### config.mk
export PLATFORM = sky130hd
export DESIGN_NAME = tsmp_command_assemble
export DESIGN_NICKNAME = d
export VERILOG_FILES = /design/src/rtl/tsn_cfg_pkg.sv /design/src/rtl/tsmp_command_assemble_sat_counter.sv /design/src/rtl/tsmp_command_assemble.sv
export SDC_FILE = /design/constraint.sdc
export NUM_CORES = 1
export LEC_CHECK = 0
export BUFFER_PORTS_ARGS = -buffer_cell sky130_fd_sc_hd__buf_2
export CORE_ASPECT_RATIO = 1.25
export CORE_UTILIZATION = 40
export DETAILED_ROUTE_END_ITERATION = 10
export SYNTH_ARGS = -nofsm -noshare
export SYNTH_HDL_FRONTEND = slang
export SYNTH_SLANG_ARGS = --single-unit
### constraint.sdc
create_clock -name i_clk -period 4 [get_ports i_clk]
set_input_delay 0 -clock i_clk [delete_from_list [all_inputs] [get_ports i_clk]]
set_output_delay 0 -clock i_clk [all_outputs]
set_load 0.01 [all_outputs]
### src/rtl/tsn_cfg_pkg.sv
// Shared configuration-path definitions for the TSMP command assembler.
// Holds the command-word width, the command type codes, the field bit
// positions inside a command word and the assembler state encoding.
package tsn_cfg_pkg;

  localparam int unsigned CMD_W = 204;

  localparam logic [3:0] CMD_TYPE_WR    = 4'b0001;
  localparam logic [3:0] CMD_TYPE_RD    = 4'b0010;
  localparam logic [3:0] CMD_TYPE_RDACK = 4'b0110;

  localparam int unsigned RSV_MSB  = 203;
  localparam int unsigned RSV_LSB  = 196;
  localparam int unsigned MID_MSB  = 195;
  localparam int unsigned MID_LSB  = 188;
  localparam int unsigned TYPE_MSB = 187;
  localparam int unsigned TYPE_LSB = 184;
  localparam int unsigned ADDR_MSB = 183;
  localparam int unsigned ADDR_LSB = 152;

  typedef enum logic [0:0] {
    ST_IDLE    = 1'b0,
    ST_COLLECT = 1'b1
  } asm_state_e;

  function automatic logic [3:0] cmd_type(input logic [CMD_W-1:0] word);
    return word[TYPE_MSB:TYPE_LSB];
  endfunction

endpackage

### src/rtl/tsmp_command_assemble_sat_counter.sv
// Saturating event counter.
// Ports:
//   i_clk   - clock
//   i_rst_n - synchronous active-low clear
//   i_inc   - count one event this cycle
//   ov_cnt  - current count, sticks at all-ones
module sat_counter #(
  parameter int unsigned CNT_W = 16
) (
  input  logic             i_clk,
  input  logic             i_rst_n,
  input  logic             i_inc,
  output logic [CNT_W-1:0] ov_cnt
);

  logic [CNT_W-1:0] cnt_q;
  logic [CNT_W-1:0] cnt_d;

  always_comb begin
    cnt_d = cnt_q;
    if (i_inc && (cnt_q != '1)) begin
      cnt_d = cnt_q + 1'b1;
    end
  end

  always_ff @(posedge i_clk) begin
    if (!i_rst_n) begin
      cnt_q <= '0;
    end else begin
      cnt_q <= cnt_d;
    end
  end

  assign ov_cnt = cnt_q;

endmodule

### src/rtl/tsmp_command_assemble.sv
// TSMP configuration command assembler.
// Collects fixed-size commands from the NMAC payload byte stream of a
// decapsulated TSMP frame, steers completed words to the write or read
// command port by type, and keeps saturating statistics.
// Ports:
//   i_clk, i_rst_n        - clock, synchronous active-low reset
//   iv_pkt_data           - payload byte, MSB-first within a command
//   i_pkt_data_wr         - byte valid (gaps allowed)
//   i_pkt_head/i_pkt_tail - first/last byte of a frame, qualified by valid
//   ov_wr_command/_wr     - write command word and one-cycle strobe
//   ov_rd_command/_wr     - read command word and one-cycle strobe
//   ov_cmd_cnt            - commands delivered
//   ov_unknown_cnt        - complete commands dropped for unknown type
//   ov_err_cnt            - truncated or restarted commands
module tsmp_command_assemble
  import tsn_cfg_pkg::*;
#(
  parameter int unsigned CMD_BYTES = 26,
  parameter int unsigned CNT_W     = 16
) (
  input  logic             i_clk,
  input  logic             i_rst_n,
  input  logic [7:0]       iv_pkt_data,
  input  logic             i_pkt_data_wr,
  input  logic             i_pkt_head,
  input  logic             i_pkt_tail,
  output logic [CMD_W-1:0] ov_wr_command,
  output logic             o_wr_command_wr,
  output logic [CMD_W-1:0] ov_rd_command,
  output logic             o_rd_command_wr,
  output logic [CNT_W-1:0] ov_cmd_cnt,
  output logic [CNT_W-1:0] ov_unknown_cnt,
  output logic [CNT_W-1:0] ov_err_cnt
);

  localparam int unsigned CW = $clog2(CMD_BYTES);
  localparam logic [CW-1:0] LAST_IDX = CW'(CMD_BYTES - 1);
  localparam int unsigned SR_W = CMD_W - 8;

  asm_state_e       state_q, state_d;
  logic [CW-1:0]    cnt_q, cnt_d;
  // Only the bits that can still reach the 204-bit word are kept; the
  // four leading bits of the first byte fall off the top when shifted.
  logic [SR_W-1:0]  sr_q, sr_d;
  logic [CMD_W-1:0] word;
  logic [CMD_W-1:0] wr_cmd_q, rd_cmd_q;
  logic             wr_stb_q, rd_stb_q;
  logic             done, err;
  logic             wr_hit, rd_hit, unk_hit;

  // Word as it stands once the current byte is shifted in.
  assign word = {sr_q, iv_pkt_data};

  always_comb begin
    state_d = state_q;
    cnt_d   = cnt_q;
    sr_d    = sr_q;
    done    = 1'b0;
    err     = 1'b0;
    if (i_pkt_data_wr) begin
      unique case (state_q)
        ST_IDLE: begin
          if (i_pkt_head) begin
            sr_d = word[SR_W-1:0];
            if (i_pkt_tail) begin
              err   = 1'b1;
              cnt_d = '0;
            end else begin
              cnt_d   = CW'(1);
              state_d = ST_COLLECT;
            end
          end
        end
        ST_COLLECT: begin
          sr_d = word[SR_W-1:0];
          if (i_pkt_head && (cnt_q != '0)) begin
            // Restart inside a command: the new byte becomes byte 1.
            err = 1'b1;
            if (i_pkt_tail) begin
              cnt_d   = '0;
              state_d = ST_IDLE;
            end else begin
              cnt_d = CW'(1);
            end
          end else if (cnt_q == LAST_IDX) begin
            done  = 1'b1;
            cnt_d = '0;
            if (i_pkt_tail) begin
              state_d = ST_IDLE;
            end
          end else if (i_pkt_tail) begin
            err     = 1'b1;
            cnt_d   = '0;
            state_d = ST_IDLE;
          end else begin
            cnt_d = cnt_q + 1'b1;
          end
        end
        default: begin
          state_d = ST_IDLE;
          cnt_d   = '0;
        end
      endcase
    end
  end

  assign wr_hit  = done && (cmd_type(word) == CMD_TYPE_WR);
  assign rd_hit  = done && (cmd_type(word) == CMD_TYPE_RD);
  assign unk_hit = done && !wr_hit && !rd_hit;

  always_ff @(posedge i_clk) begin
    if (!i_rst_n) begin
      state_q  <= ST_IDLE;
      cnt_q    <= '0;
      sr_q     <= '0;
      wr_cmd_q <= '0;
      rd_cmd_q <= '0;
      wr_stb_q <= 1'b0;
      rd_stb_q <= 1'b0;
    end else begin
      state_q  <= state_d;
      cnt_q    <= cnt_d;
      sr_q     <= sr_d;
      wr_stb_q <= wr_hit;
      rd_stb_q <= rd_hit;
      if (wr_hit) begin
        wr_cmd_q <= word;
      end
      if (rd_hit) begin
        rd_cmd_q <= word;
      end
    end
  end

  sat_counter #(.CNT_W(CNT_W)) u_cmd_cnt (
    .i_clk   (i_clk),
    .i_rst_n (i_rst_n),
    .i_inc   (wr_hit || rd_hit),
    .ov_cnt  (ov_cmd_cnt)
  );

  sat_counter #(.CNT_W(CNT_W)) u_unknown_cnt (
    .i_clk   (i_clk),
    .i_rst_n (i_rst_n),
    .i_inc   (unk_hit),
    .ov_cnt  (ov_unknown_cnt)
  );

  sat_counter #(.CNT_W(CNT_W)) u_err_cnt (
    .i_clk   (i_clk),
    .i_rst_n (i_rst_n),
    .i_inc   (err),
    .ov_cnt  (ov_err_cnt)
  );

  assign ov_wr_command   = wr_cmd_q;
  assign ov_rd_command   = rd_cmd_q;
  assign o_wr_command_wr = wr_stb_q;
  assign o_rd_command_wr = rd_stb_q;

endmodule

==> results.sh <==
export IMPL_nFillCells=5543
export IMPL_wirelength_um=71000
export IMPL_cts_resized=0
export IMPL_ys_seq_area_share_pct=56.49
export IMPL_period_minus_slack_ps=2679
export IMPL_required_ps=4520
export IMPL_final_cell_area_um2=28600
export IMPL_cts_root_buf="clkbuf_16"
export IMPL_crit_arrival_ps=3200
export IMPL_cap_viol_max_count=0
export IMPL_hpwlAfterDp_um=45560
export IMPL_multi_input_area_um2=9305
export IMPL_fp_dieArea_um2=59450
export IMPL_routabilityCongestion=0.8312
export IMPL_clkSlewWorstSetupHoldPaths_ps=60
export IMPL_place_inst=3974
export IMPL_ff2ff_setup_slack_ps=1320
export IMPL_drt_iter0_markers=1153
export IMPL_avgSynthCellArea_um2=7.945
export IMPL_slew_headroom_pct=19.82
export IMPL_clock_latency_ps=600
export IMPL_placed_cell_area_um2=26180
export IMPL_slew_viol_final=0
export IMPL_synth_seq_cells=660
export IMPL_cts_tree="yes"
export IMPL_netlist_instances=2944
export IMPL_overflow=0
export IMPL_die_w_um=218.3
export IMPL_antenna_found_initial=1
export IMPL_synth_main_ff_cell="dfxtp_1"
export IMPL_worstMarginPinSlew_ps=1203
export IMPL_grt_pass1_wl_um=110200
export IMPL_synth_nets=2963
export IMPL_fin_skew_ps=32.14
export IMPL_vias_per_cell=5.122
export IMPL_drt_first_pass_iters=7
export IMPL_rr_startpoint="cnt_q[0]"
export IMPL_async_reset_ff_share_pct=0
export IMPL_clockBufferDepth=3
export IMPL_drive_gt1_share_pct=18.57
export IMPL_path_class="reg -> reg"
export IMPL_r2r_end="ov_rd_command[45]"
export IMPL_power_leakage_nw=10.98
export IMPL_fmax_ghz=0.3733
export IMPL_min_to="u_unknown_cnt.ov_cnt[10]"
export IMPL_layoutNonFillerInstCount=4106
export IMPL_grt_setup_unrepaired="no"
export IMPL_synth_area_um2=23390
export IMPL_nNetsFinal=3325
export IMPL_synth_warning_count=0
export IMPL_r2r_cells=7
export IMPL_yosysUniqueCellTypes=60
export IMPL_hold_viol_final=0
export IMPL_status="finished, final reports clean"
export IMPL_hold_path_class="in -> reg"
export IMPL_grt_pass1_vias=19550
export IMPL_post_cts_buffers=0
export IMPL_min_delay_start="i_pkt_head"
export IMPL_routed_via_count=21030
export IMPL_synth_edf_count=0
export IMPL_finalSetupTns_ps=0
export IMPL_cts_buffers=68
export IMPL_seqCellArea_um2=13210
export IMPL_ir_worst_vdd_mv=0.3461
export IMPL_cts_sinks=660
export IMPL_end_kind="register"
export IMPL_initial_core_util_pct=40.67
export IMPL_synth_top_area_share_pct=56.49
export IMPL_die_h_um=272.4
export IMPL_design_core_area_um2=57510
export IMPL_holdPathStages=5
export IMPL_htree_levels=3
export IMPL_ant_nets=0
export IMPL_start_kind="register"
export IMPL_port_buffers=470
export IMPL_grt_start_max_net_pins=198
export IMPL_finalPower_mw=13.43
export IMPL_wl_per_cell_um=17.29
export IMPL_synth_top_cell_by_area="dfxtp_1"
export IMPL_track_usage_pct=23.15
export IMPL_power_density_nw_per_um2=469.7
export IMPL_pin_count=471
export IMPL_synth_area_leaders="dfxtp_1 (56%), nand2_1 (20%), a21oi_1 (13%), clkbuf_1 (2.6%), buf_2 (1.0%)"
export IMPL_area_growth_pct=22.29
export IMPL_fin_util_pct=49.74
export IMPL_rows=98
export IMPL_setup_viol=0
export IMPL_min_period_over_period_pct=66.96
export IMPL_cp_max_fo=48
export IMPL_drcViolationCount=0
[critical path, stage by stage, from the launching register on]
cell and delay, ps:
dfxtp_1 400, ha_1 210, nand4b_2 190, nor3_2 330, and4b_4 850, buf_4 400, nand2_1 90, a21oi_1 140
[per-stage QoR]
stage               setup slack [ps]  hold WS [ps]
floorplan                       2050         95.64
global placement                1409         237.9
detailed placement              1311         248.2
CTS                             1297      0.007272
global route                    1039         48.80
finish                          1321         39.31
[cells in the final DEF, fill, tap and decap left out, types with 3 or more instances in the layout]
master,count
nand2_1,1222
dfxtp_1,660
a21oi_1,615
buf_2,470
clkbuf_16,69
nor2_1,35
nand3_1,16
clkbuf_1,14
and3_1,13
nand4_1,13
or3_1,13
buf_4,13
dlygate4sd3_1,12
buf_12,12
mux2i_1,11
clkinv_2,11
nand2b_1,10
o21ai_0,10
xnor2_1,9
bufinv_16,9
clkbuf_8,9
nor3_1,7
xor2_1,6
a211oi_1,6
o21a_1,6
ha_1,6
inv_1,5
or4_1,5
o31ai_1,5
o211ai_1,4
and2_1,3
a2111oi_2,3
and4_1,3
inv_6,3
[state kept, by name, summed over array words and instances (netlist names)]
name,flops
cnt_q,5
o_rd_command_wr,1
o_wr_command_wr,1
ov_rd_command,204
ov_wr_command,204
sr_q,196
state_q,1
u_cmd_cnt.ov_cnt,16
u_err_cnt.ov_cnt,16
u_unknown_cnt.ov_cnt,16
[cell usage after synthesis (6+ instances only)]
cell type / n
a211oi_1: 6
a21oi_1: 615
and3_1: 13
buf_2: 48
clkbuf_1: 160
dfxtp_1: 660
ha_1: 6
inv_1: 6
mux2i_1: 11
nand2_1: 1222
nand2b_1: 10
nand3_1: 16
nand4_1: 13
nor2_1: 35
nor3_1: 7
o21a_1: 7
o21ai_0: 10
or3_1: 13
xnor2_1: 9
xor2_1: 6
[routing by layer]
metal  up-vias  global-route usage (%)  share of wire (%)
met5         -                       0                  0
met4         0                   8.888                3.1
met3       125                   5.695                6.8
met2       617                   38.76                 49
met1      9963                   28.47                 41
li1      10320                       -                  -
[worst max path at each step]
stage,start,to,slack (ps),depth (start not counted)
6_report,cnt_q[0],ov_rd_command[45],1320,7
5_1_grt,cnt_q[0],ov_rd_command[27],1040,7
4_1_cts,cnt_q[0],ov_rd_command[37],1300,7
3_5_place_dp,cnt_q[0],ov_rd_command[45],1310,7
3_3_place_gp,cnt_q[1],ov_rd_command[27],1410,8
2_1_floorplan,u_err_cnt.ov_cnt[0],u_err_cnt.ov_cnt[1],2050,7
[power by group]
part / switching (mW) / leakage (nW) / total (mW) / internal [mW]
Sequential: 0.0123 / 5.31 / 6.59 / 6.58
Combinational: 0.219 / 4.53 / 0.261 / 0.0417
Clock: 2.65 / 1.13 / 6.58 / 3.93
[timing repair]
| action | in CTS | in global routing |
|---|---|---|
| hold buffers | 12 | 0 |
| endpoints found under the setup margin | 0 | 0 |
| endpoints found under the hold margin | 50 | 0 |
[logic make-up (layout without fill, tap and decap cells)]
group	Yosys count	after routing	share of synthesized area, %
compound gates	671	671	15.05
mux	11	11	0.4708
buf+inv	221	632	3.836
flops	660	660	56.49
xor+xnor	16	16	0.6313
fa+ha+maj	6	6	0.3210
simple gates	1359	1359	23.20
other cells	0	1	0
[cell type report]
cell class	instances	share of cell area, %
clock buffer	92	6.654
multi-input combinational	2063	32.53
clock inverter	27	1.400
antenna	1	0.008749
inverter	6	0.1050
sequential	660	46.19
timing repair buffer	507	9.825
tap	750	3.281
(Power assumes the default switching activity.)
